**src/rtl/core_mem_pkg.sv**
```systemverilog
// rtl/core_mem_pkg.sv - shared types and defaults for the core memory-port arbiter
package core_mem_pkg;

    localparam int XLEN_DEF = 32;
    localparam int AW_DEF   = 32;

    typedef enum logic [1:0] {IDLE, REQ, WAIT} arb_state_e;

    typedef enum logic {OWN_IF, OWN_D} owner_e;

    typedef struct packed {
        logic                  we;
        logic [AW_DEF-1:0]     addr;
        logic [XLEN_DEF-1:0]   wdata;
        logic [XLEN_DEF/8-1:0] be;
    } mem_req_t;

endpackage

```
**src/rtl/core_mem_arbiter_if.sv**
```systemverilog
// rtl/core_mem_arbiter_if.sv - core-side and memory-side handshake bundle for core_mem_arbiter
interface core_mem_arbiter_if #(
    parameter int XLEN = 32,
    parameter int AW   = 32
);
    logic              if_req;
    logic [AW-1:0]     if_addr;
    logic              if_rvalid;
    logic [XLEN-1:0]   if_rdata;
    logic              d_req;
    logic              d_we;
    logic [AW-1:0]     d_addr;
    logic [XLEN-1:0]   d_wdata;
    logic [XLEN/8-1:0] d_be;
    logic              d_rvalid;
    logic [XLEN-1:0]   d_rdata;
    logic              core_stall;
    logic              m_valid;
    logic              m_ready;
    logic              m_we;
    logic [AW-1:0]     m_addr;
    logic [XLEN-1:0]   m_wdata;
    logic [XLEN/8-1:0] m_be;
    logic              m_rvalid;
    logic [XLEN-1:0]   m_rdata;

    // master is the arbiter; slave is the core plus memory surrounding it
    modport master (
        input  if_req, if_addr, d_req, d_we, d_addr, d_wdata, d_be, m_ready, m_rvalid, m_rdata,
        output if_rvalid, if_rdata, d_rvalid, d_rdata, core_stall, m_valid, m_we, m_addr, m_wdata, m_be
    );

    modport slave (
        output if_req, if_addr, d_req, d_we, d_addr, d_wdata, d_be, m_ready, m_rvalid, m_rdata,
        input  if_rvalid, if_rdata, d_rvalid, d_rdata, core_stall, m_valid, m_we, m_addr, m_wdata, m_be
    );
endinterface

```
**src/rtl/core_ifetch_buf.sv**
```systemverilog
// rtl/core_ifetch_buf.sv - single-entry fetch buffer: tag/data/valid with hit and store invalidation
module core_ifetch_buf
    import core_mem_pkg::*;
#(
    parameter int XLEN = XLEN_DEF,
    parameter int AW   = AW_DEF
) (
    input  logic            clk,
    input  logic            reset,
    input  logic [AW-1:0]   lookup_addr,
    output logic            hit,
    output logic [XLEN-1:0] hit_data,
    input  logic            fill,
    input  logic [AW-1:0]   fill_addr,
    input  logic [XLEN-1:0] fill_data,
    input  logic            inv,
    input  logic [AW-1:0]   inv_addr
);
    localparam logic [AW-1:0] WORD_MASK = ~AW'(3);

    logic            valid;
    logic [AW-1:0]   tag;
    logic [XLEN-1:0] data;

    assign hit      = valid && (lookup_addr == tag);
    assign hit_data = data;

    always_ff @(posedge clk or negedge reset) begin
        if (!reset) begin
            valid <= 1'b0;
            tag   <= '0;
            data  <= '0;
        end else if (fill) begin
            valid <= 1'b1;
            tag   <= fill_addr;
            data  <= fill_data;
        end else if (inv && ((inv_addr & WORD_MASK) == (tag & WORD_MASK))) begin
            // a store anywhere in the buffered word makes the copy stale
            valid <= 1'b0;
        end
    end
endmodule

```
**src/rtl/core_mem_arbiter.sv**
```systemverilog
// rtl/core_mem_arbiter.sv - shares one memory port between fetch and data; IF_CACHE_EN adds a one-entry fetch buffer
module core_mem_arbiter
    import core_mem_pkg::*;
#(
    parameter int XLEN       = XLEN_DEF,
    parameter int AW         = AW_DEF,
    parameter bit DATA_FIRST = 1'b1
) (
    input  logic               clk,
    input  logic               reset,
    core_mem_arbiter_if.master bus
);
    arb_state_e        state, state_nxt;
    owner_e            owner;
    logic              m_we_r;
    logic [AW-1:0]     m_addr_r;
    logic [XLEN-1:0]   m_wdata_r;
    logic [XLEN/8-1:0] m_be_r;
    logic              if_rvalid_r, d_rvalid_r;
    logic [XLEN-1:0]   if_rdata_r, d_rdata_r;
    logic              if_pend, d_pend, grant_d, grant_if;
    logic              latch, complete, cache_serve;
    logic              hit;
    logic [XLEN-1:0]   hit_data;

    // a client whose response pulses this cycle is dropping or changing its request
    assign if_pend  = bus.if_req & ~if_rvalid_r;
    assign d_pend   = bus.d_req & ~d_rvalid_r;
    assign grant_d  = d_pend & (DATA_FIRST | ~if_pend);
    assign grant_if = if_pend & ~grant_d;

    always_ff @(posedge clk or negedge reset) begin
        if (!reset) state <= IDLE;
        else        state <= state_nxt;
    end

    always_comb begin
        state_nxt   = state;
        latch       = 1'b0;
        complete    = 1'b0;
        cache_serve = 1'b0;
        case (state)
            IDLE: begin
                if (grant_if && hit) begin
                    cache_serve = 1'b1;
                end else if (grant_d || grant_if) begin
                    latch     = 1'b1;
                    state_nxt = REQ;
                end
            end
            REQ: begin
                if (bus.m_ready) begin
                    complete  = bus.m_rvalid;
                    state_nxt = bus.m_rvalid ? IDLE : WAIT;
                end
            end
            WAIT: begin
                if (bus.m_rvalid) begin
                    complete  = 1'b1;
                    state_nxt = IDLE;
                end
            end
            default: state_nxt = IDLE;
        endcase
    end

    always_ff @(posedge clk or negedge reset) begin
        if (!reset) begin
            owner       <= OWN_IF;
            m_we_r      <= 1'b0;
            m_addr_r    <= '0;
            m_wdata_r   <= '0;
            m_be_r      <= '0;
            if_rvalid_r <= 1'b0;
            d_rvalid_r  <= 1'b0;
            if_rdata_r  <= '0;
            d_rdata_r   <= '0;
        end else begin
            if_rvalid_r <= 1'b0;
            d_rvalid_r  <= 1'b0;
            if (latch) begin
                owner     <= grant_d ? OWN_D : OWN_IF;
                m_we_r    <= grant_d & bus.d_we;
                m_addr_r  <= grant_d ? bus.d_addr : bus.if_addr;
                m_wdata_r <= grant_d ? bus.d_wdata : '0;
                m_be_r    <= grant_d ? bus.d_be : '1;
            end
            if (cache_serve) begin
                if_rvalid_r <= 1'b1;
                if_rdata_r  <= hit_data;
            end
            if (complete) begin
                if (owner == OWN_D) begin
                    d_rvalid_r <= 1'b1;
                    if (!m_we_r) d_rdata_r <= bus.m_rdata;
                end else begin
                    if_rvalid_r <= 1'b1;
                    if_rdata_r  <= bus.m_rdata;
                end
            end
        end
    end

`ifdef IF_CACHE_EN
    core_ifetch_buf #(.XLEN(XLEN), .AW(AW)) u_ifetch_buf (
        .clk         (clk),
        .reset       (reset),
        .lookup_addr (bus.if_addr),
        .hit         (hit),
        .hit_data    (hit_data),
        .fill        (complete && (owner == OWN_IF)),
        .fill_addr   (m_addr_r),
        .fill_data   (bus.m_rdata),
        .inv         (latch && grant_d && bus.d_we),
        .inv_addr    (bus.d_addr)
    );
`else
    assign hit      = 1'b0;
    assign hit_data = '0;
`endif

    assign bus.m_valid    = (state == REQ);
    assign bus.m_we       = m_we_r;
    assign bus.m_addr     = m_addr_r;
    assign bus.m_wdata    = m_wdata_r;
    assign bus.m_be       = m_be_r;
    assign bus.if_rvalid  = if_rvalid_r;
    assign bus.if_rdata   = if_rdata_r;
    assign bus.d_rvalid   = d_rvalid_r;
    assign bus.d_rdata    = d_rdata_r;
    assign bus.core_stall = if_pend | d_pend;
endmodule

```
**src/flat_wrapper.sv**
```systemverilog
// flat-port wrapper written by rule: the top's interface ports become plain ports
module core_mem_arbiter_flat import core_mem_pkg::*;
#(
    parameter int XLEN       = XLEN_DEF,
    parameter int AW         = AW_DEF,
    parameter bit DATA_FIRST = 1'b1
)
  (clk, reset, bus_if_req, bus_if_addr, bus_d_req, bus_d_we, bus_d_addr, bus_d_wdata, bus_d_be, bus_m_ready, bus_m_rvalid, bus_m_rdata, bus_if_rvalid, bus_if_rdata, bus_d_rvalid, bus_d_rdata, bus_core_stall, bus_m_valid, bus_m_we, bus_m_addr, bus_m_wdata, bus_m_be);
  core_mem_arbiter_if #(.XLEN(XLEN), .AW(AW)) bus_i ();
  input  logic clk;
  input  logic reset;
  input wire logic [$bits(bus_i.if_req)-1:0] bus_if_req;
  input wire logic [$bits(bus_i.if_addr)-1:0] bus_if_addr;
  input wire logic [$bits(bus_i.d_req)-1:0] bus_d_req;
  input wire logic [$bits(bus_i.d_we)-1:0] bus_d_we;
  input wire logic [$bits(bus_i.d_addr)-1:0] bus_d_addr;
  input wire logic [$bits(bus_i.d_wdata)-1:0] bus_d_wdata;
  input wire logic [$bits(bus_i.d_be)-1:0] bus_d_be;
  input wire logic [$bits(bus_i.m_ready)-1:0] bus_m_ready;
  input wire logic [$bits(bus_i.m_rvalid)-1:0] bus_m_rvalid;
  input wire logic [$bits(bus_i.m_rdata)-1:0] bus_m_rdata;
  output wire logic [$bits(bus_i.if_rvalid)-1:0] bus_if_rvalid;
  output wire logic [$bits(bus_i.if_rdata)-1:0] bus_if_rdata;
  output wire logic [$bits(bus_i.d_rvalid)-1:0] bus_d_rvalid;
  output wire logic [$bits(bus_i.d_rdata)-1:0] bus_d_rdata;
  output wire logic [$bits(bus_i.core_stall)-1:0] bus_core_stall;
  output wire logic [$bits(bus_i.m_valid)-1:0] bus_m_valid;
  output wire logic [$bits(bus_i.m_we)-1:0] bus_m_we;
  output wire logic [$bits(bus_i.m_addr)-1:0] bus_m_addr;
  output wire logic [$bits(bus_i.m_wdata)-1:0] bus_m_wdata;
  output wire logic [$bits(bus_i.m_be)-1:0] bus_m_be;
  assign bus_i.if_req = bus_if_req;
  assign bus_i.if_addr = bus_if_addr;
  assign bus_i.d_req = bus_d_req;
  assign bus_i.d_we = bus_d_we;
  assign bus_i.d_addr = bus_d_addr;
  assign bus_i.d_wdata = bus_d_wdata;
  assign bus_i.d_be = bus_d_be;
  assign bus_i.m_ready = bus_m_ready;
  assign bus_i.m_rvalid = bus_m_rvalid;
  assign bus_i.m_rdata = bus_m_rdata;
  assign bus_if_rvalid = bus_i.if_rvalid;
  assign bus_if_rdata = bus_i.if_rdata;
  assign bus_d_rvalid = bus_i.d_rvalid;
  assign bus_d_rdata = bus_i.d_rdata;
  assign bus_core_stall = bus_i.core_stall;
  assign bus_m_valid = bus_i.m_valid;
  assign bus_m_we = bus_i.m_we;
  assign bus_m_addr = bus_i.m_addr;
  assign bus_m_wdata = bus_i.m_wdata;
  assign bus_m_be = bus_i.m_be;
  core_mem_arbiter #(.XLEN(XLEN), .AW(AW), .DATA_FIRST(DATA_FIRST)) u_core (.clk(clk), .reset(reset), .bus(bus_i));
endmodule
```
**config.mk**
```make
export PLATFORM = sky130hd
export DESIGN_NAME = core_mem_arbiter_flat
export DESIGN_NICKNAME = d
export VERILOG_FILES = /design/src/rtl/core_mem_pkg.sv /design/src/rtl/core_mem_arbiter_if.sv /design/src/rtl/core_ifetch_buf.sv /design/src/rtl/core_mem_arbiter.sv /design/src/flat_wrapper.sv
export SDC_FILE = /design/constraint.sdc
export NUM_CORES = 1
export LEC_CHECK = 0
export ABC_AREA = 1
export CAP_MARGIN = 20
export CORE_ASPECT_RATIO = 1.4
export CORE_MARGIN = 2
export CORE_UTILIZATION = 29
export CTS_BUF_LIST = sky130_fd_sc_hd__clkbuf_4 sky130_fd_sc_hd__clkbuf_8
export CTS_CLUSTER_DIAMETER = 100
export DETAILED_ROUTE_END_ITERATION = 7
export GPL_TIMING_DRIVEN = 0
export SYNTH_ARGS = -nofsm -noshare
export SYNTH_HDL_FRONTEND = slang
export SYNTH_SLANG_ARGS = --single-unit
```
**constraint.sdc**
```tcl
create_clock -name clk -period 1.6 [get_ports clk]
set_input_delay 0.24 -clock clk [delete_from_list [all_inputs] [get_ports clk]]
set_output_delay 0.24 -clock clk [all_outputs]
set_load 0.03 [all_outputs]
```
-- Word level (Yosys, flattened, before mapping)
Index checks and enable logic that the tools add are counted.
Widths: inputs -> output; s select.
- bits in registers: 138
- bits in latches: 0
- RAM bits: 0
- ROM bits: 0
- output and inout port bits: 137
- memories kept: 0
- $add $sub $neg: 0
- multiply operators: 0
- divide/modulo/power cells: 0
- $lt $le $gt $ge: 0
- equal/unequal tests: 5
- shift-type cells: 0
- muxes and demuxes: 20
- bitwise operators: 10
- reductions and logical operators: 5
- operators with widths (cell ; count):
    $mux 32 ; 4
    $mux 1 ; 9
    $mux 2 ; 4
    $pmux 2 s3 ; 1
    $reduce_and 3->1 ; 2
    $not 1->1 ; 5
    $and 1x1->1 ; 4
    $mux 4 ; 1
    $ne 2x2->1 const B ; 2
    $eq 2x1->1 const B ; 1
    $eq 2x2->1 const B ; 1
    $logic_not 2->1 ; 1
    $ne 2x1->1 const B ; 1
    $pmux 1 s2 ; 1
    $reduce_and 2->1 ; 1
    $logic_or 1x1->1 ; 1
    $or 1x1->1 ; 1

-- Depth between registers and ports, before layout
- word-level depth: 7
- mapped depth: 9
- mapped depth without buffers: 8

-- Worst setup path after synthesis
OpenSTA, ideal clock, no wires.
- kind: register -> register
- start: register u_core.state[1]
- end: register u_core.if_rdata_r[11], in the netlist u_core.bus.if_rdata[11]
- setup time: 0.117 ns
- data arrival time: 1.512 ns
- required time: 1.483 ns
- setup slack: -0.029 ns
- stages on the path, launching flop included: 9
- path buffers: 1
- clock period less this slack: 1.629 ns
- cell sequence: dfrtp_1 inv_1 ha_1 nand2_1 a21oi_1 nand2_1 clkbuf_1 nand2_1 nand2_1
- longest elaborated chain between the ends: 3
- elaborated cells between the ends (all ways): 4
- ends and longest elaborated chain (element ; line ; text):
    start: declaration ; core_mem_arbiter.sv:13 ; arb_state_e state, state_nxt;
    start signal: assignment ; core_mem_arbiter.sv:34 ; else state <= state_nxt;
    $eq 2x1->1 ; -- ;
    named net bus_m_valid ; flat_wrapper.sv:27 ; output wire logic [$bits(bus_i.m_valid)-1:0] bus_m_valid;
    $pmux 1 s2 ; core_mem_arbiter.sv:42 ; case (state)
    $reduce_and 2->1 (no source line) ; -- ;
    end signal: assignment ; core_mem_arbiter.sv:90 ; if_rdata_r <= hit_data;
    end signal: assignment ; core_mem_arbiter.sv:98 ; if_rdata_r <= bus.m_rdata;
    end: declaration ; core_mem_arbiter.sv:20 ; logic [XLEN-1:0] if_rdata_r, d_rdata_r;
The timed path passes the listed nets, and every way through them passes these cells.
A chain may end at the register's enable or synchronous reset.

-- Worst setup path in the final report
- start: register u_core.state[1]
- end: register u_core.d_rdata_r[26], in the netlist u_core.bus.d_rdata[26]
- longest elaborated chain between the ends: 3
- elaborated cells between the ends (all ways): 4
- ends and longest elaborated chain (element ; line ; text):
    $eq 2x2->1 or $eq 2x1->1 (tied branches) ; core_mem_arbiter.sv:42 ;
    $pmux 1 s2 * ; core_mem_arbiter.sv:42 ;
    $reduce_and 3->1 (no source line) * ; -- ;
    end signal: assignment ; core_mem_arbiter.sv:95 ; if (!m_we_r) d_rdata_r <= bus.m_rdata;
    end: declaration ; core_mem_arbiter.sv:20 ;
Every way passes the cells marked *; elsewhere a longest branch is shown, timed or not.

==> results.json <==
{
  "ys_warn_count": 0,
  "drt_iter0_markers": 217,
  "p_sw_mw": 8.63,
  "clk_pin_slew_ns": 0.09,
  "cp_max_fo": 5,
  "switching_share_pct": 46.8,
  "grt_usage_pct": 18.7,
  "post-route-period-util_pct": 102,
  "critPathLaunchType": "register",
  "tightest_slew_ns": 0.685,
  "cts_buffers": 17,
  "grt_pass1_wl_mm": 32.2,
  "hold_viol": 0,
  "endpoint_kind": "register",
  "hold_path_class": "input port to register",
  "ctsHtreeMaxLevel": 4,
  "syn_area_mm2": 0.00589,
  "internal_power_mw": 9.81,
  "antenna_found_initial": 1,
  "pwr-share-seq_pct": 32.1,
  "slew_headroom_pct": 54.3,
  "comb_power_share_pct": 51.8,
  "clock-sinks": 138,
  "finalClockSkew_ns": 0.0126,
  "wire_per_inst_um": 15.4,
  "port_buffers": 274,
  "ant_nets": 0,
  "cts_root_buf": "clkbuf_8",
  "leakage_nw": 5.15,
  "grt_max_degree": 71,
  "ys_seq_elements": 138,
  "ys_seq_area_share_pct": 58.7,
  "dp_hpwl_mm": 14.3,
  "die_w_um": 124,
  "viasPerCell": 4.37,
  "clock_latency_ns": 0.44,
  "grt.busiest_layer": "met2",
  "postLayoutCoreUtil_pct": 48.4,
  "diodes": 0,
  "grt_use_met2_pct": 33.5,
  "rows": 61,
  "p_total_mw": 18.4,
  "num_vias": 5607,
  "coreArea_mm2": 0.0199,
  "status": "finished, violations left",
  "setup_slack_ns": -0.0283,
  "drc": 0,
  "timing.max_cap.violations": 0,
  "violations": "setup timing",
  "rsz0062_at_grt": "true",
  "syn_nets": 852,
  "crit_type": "register to register",
  "grt_pass1_vias": 5812,
  "max_clock_freq_mhz": 614,
  "irDropWorstVdd_mv": 0.976,
  "cts_tree": "built",
  "drv_slew": 0,
  "setup_violations": 21,
  "wl_mm": 19.8,
  "p_clk_share_pct": 16.1,
  "initial_core_util_pct": 29.5,
  "overflow": 0,
  "r2r_slack_ns": -0.03,
  "cts_max_path_buffers": 2,
  "power_density_mw_per_mm2": 1910,
  "required_ns": 1.93,
  "syn_to_final_growth_pct": 63.7,
  "yosys.cell_types.count": 22,
  "dieHeight_um": 173,
  "layout-drive-gt1-share_pct": 11.7,
  "synth_cells": 710,
  "grtUsageMet3_pct": 4.92,
  "syn_area_per_cell_um2": 8.29,
  "gp_congestion": 0.819,
  "nets": 1159,
  "cp.arrival_ns": 1.96,
  "grt_use_met1_pct": 21.5,
  "post-route-min-period_ns": 1.63,
  "ioPinCount": 276,
  "die_area_mm2": 0.0215,
  "first_pass_iters": 4
}
[Yosys cell counts]
master / n / area share (%)
or2_2: 1 / 0.11
nand2_1: 363 / 23
nand3_2: 1 / 0.17
clkbuf_1: 14 / 0.89
inv_2: 4 / 0.26
o21ai_0: 5 / 0.43
o21ai_1: 29 / 2.5
dfrtp_1: 138 / 59
clkinv_1: 1 / 0.064
nand2_2: 2 / 0.21
buf_1: 3 / 0.19
inv_1: 38 / 2.4
a21oi_1: 1 / 0.085
nand2_4: 1 / 0.19
nand4_1: 3 / 0.32
buf_4: 4 / 0.51
nor2_1: 13 / 0.83
buf_6: 10 / 1.9
buf_2: 8 / 0.68
nor2_2: 1 / 0.11
ha_1: 3 / 0.64
nand3_1: 67 / 5.7
[worst max-delay path, stage by stage, from the launching register on]
cell,delay (ns)
dfrtp_1,0.39
inv_2,0.08
ha_4,0.28
nand2_4,0.05
inv_2,0.06
nand4_1,0.19
buf_6,0.21
clkbuf_16,0.16
nand2_2,0.05
nand2_1,0.05
[timing repair]
action / in CTS / in global routing
hold endpoints to repair: 69 / 0
endpoints found under the setup margin: 227 / 66
hold buffers: 1 / 0
cloned: 1 / 1
resized for setup: 189 / 50
pin swaps: 4 / 6
setup buffers: 5 / 5
[per-layer routing]
| layer | share of wire [%] | vias up |
|---|---|---|
| met5 | 0.066 | - |
| met4 | 2.5 | 2 |
| met3 | 5.4 | 27 |
| met2 | 51 | 177 |
| met1 | 41 | 2593 |
| li1 | - | 2808 |
[power by group through the flow]
stage | clock network, mW | registers, mW | logic [mW]
2_1_floorplan | 0 | 9.03 | 2.59
3_3_place_gp | 0 | 5.93 | 10.2
3_5_place_dp | 0 | 5.96 | 10.3
4_1_cts | 3.07 | 5.89 | 9.48
5_1_grt | 3.23 | 6.16 | 10.3
6_report | 2.96 | 5.93 | 9.55
[flip-flops by register name (all words and copies together) (netlist names)]
register / count
u_core.bus.m_be: 4
u_core.bus.m_we: 1
u_core.bus.if_rdata: 32
u_core.bus.m_wdata: 32
u_core.bus.d_rdata: 32
u_core.bus.if_rvalid: 1
u_core.state: 2
u_core.owner: 1
u_core.bus.m_addr: 32
u_core.bus.d_rvalid: 1
[metrics by stage]
step,hold WS (ns),cells,setup WS [ns],setup TNS [ns],cell area [um^2]
after global placement,0.461,1236,-5.67,-790.37,8950
after detailed placement,0.312,1237,-0.253,-10.84,8970
after global routing,0.196,1282,-0.117,-5.52,9630
after floorplan,-0.0556,710,0.0755,0,5890
after CTS,0.150,1276,-0.0494,-0.509,9410
final,0.200,1282,-0.0283,-0.241,9630
[worst paths after layout]
| path | start | to | cells after the start |
|---|---|---|---|
| max reg2reg | u_core.state[1] | u_core.bus.d_rdata[26] | 9 |
| max | u_core.state[1] | u_core.bus.d_rdata[26] | 9 |
| min reg2reg | u_core.bus.m_addr[30] | u_core.bus.m_addr[30] | 2 |
| min in group asynchronous | reset | u_core.bus.if_rdata[23] | 2 |
| max in group asynchronous | reset | u_core.bus.m_addr[23] | 3 |
| min | bus_d_req | u_core.bus.m_addr[0] | 5 |
[final cells by class]
| class | instances | area, um^2 |
|---|---|---|
| Fill cell | 2024 | 10300 |
| Clock buffer | 18 | 241 |
| Clock inverter | 14 | 161 |
| Buffer | 39 | 335 |
| Multi-Input combinational cell | 490 | 2190 |
| Sequential cell | 138 | 3450 |
| Timing Repair Buffer | 288 | 2770 |
| Tap cell | 252 | 315 |
| Inverter | 43 | 169 |
[kinds of logic (layout without fill, tap and decap cells)]
family	count (synthesis)	in the layout	synth area share, %
and+or+nand+nor	452	452	30.8
AOI/OAI and AO/OA	35	35	2.98
DFF	138	138	58.7
buffers and inverters	82	402	6.93
adders and majority gates	3	3	0.638
[layout by cell type, fill, tap and decap left out, types with 17 or more instances in the layout]
cell type	instances
nand2_2	22
clkbuf_8	17
inv_1	36
dfrtp_1	137
nand3_1	66
dlygate4sd2_1	133
o21ai_1	29
buf_6	22
nand2_1	334
clkdlybuf4s50_1	136
Power figures use the tool's default switching activity.
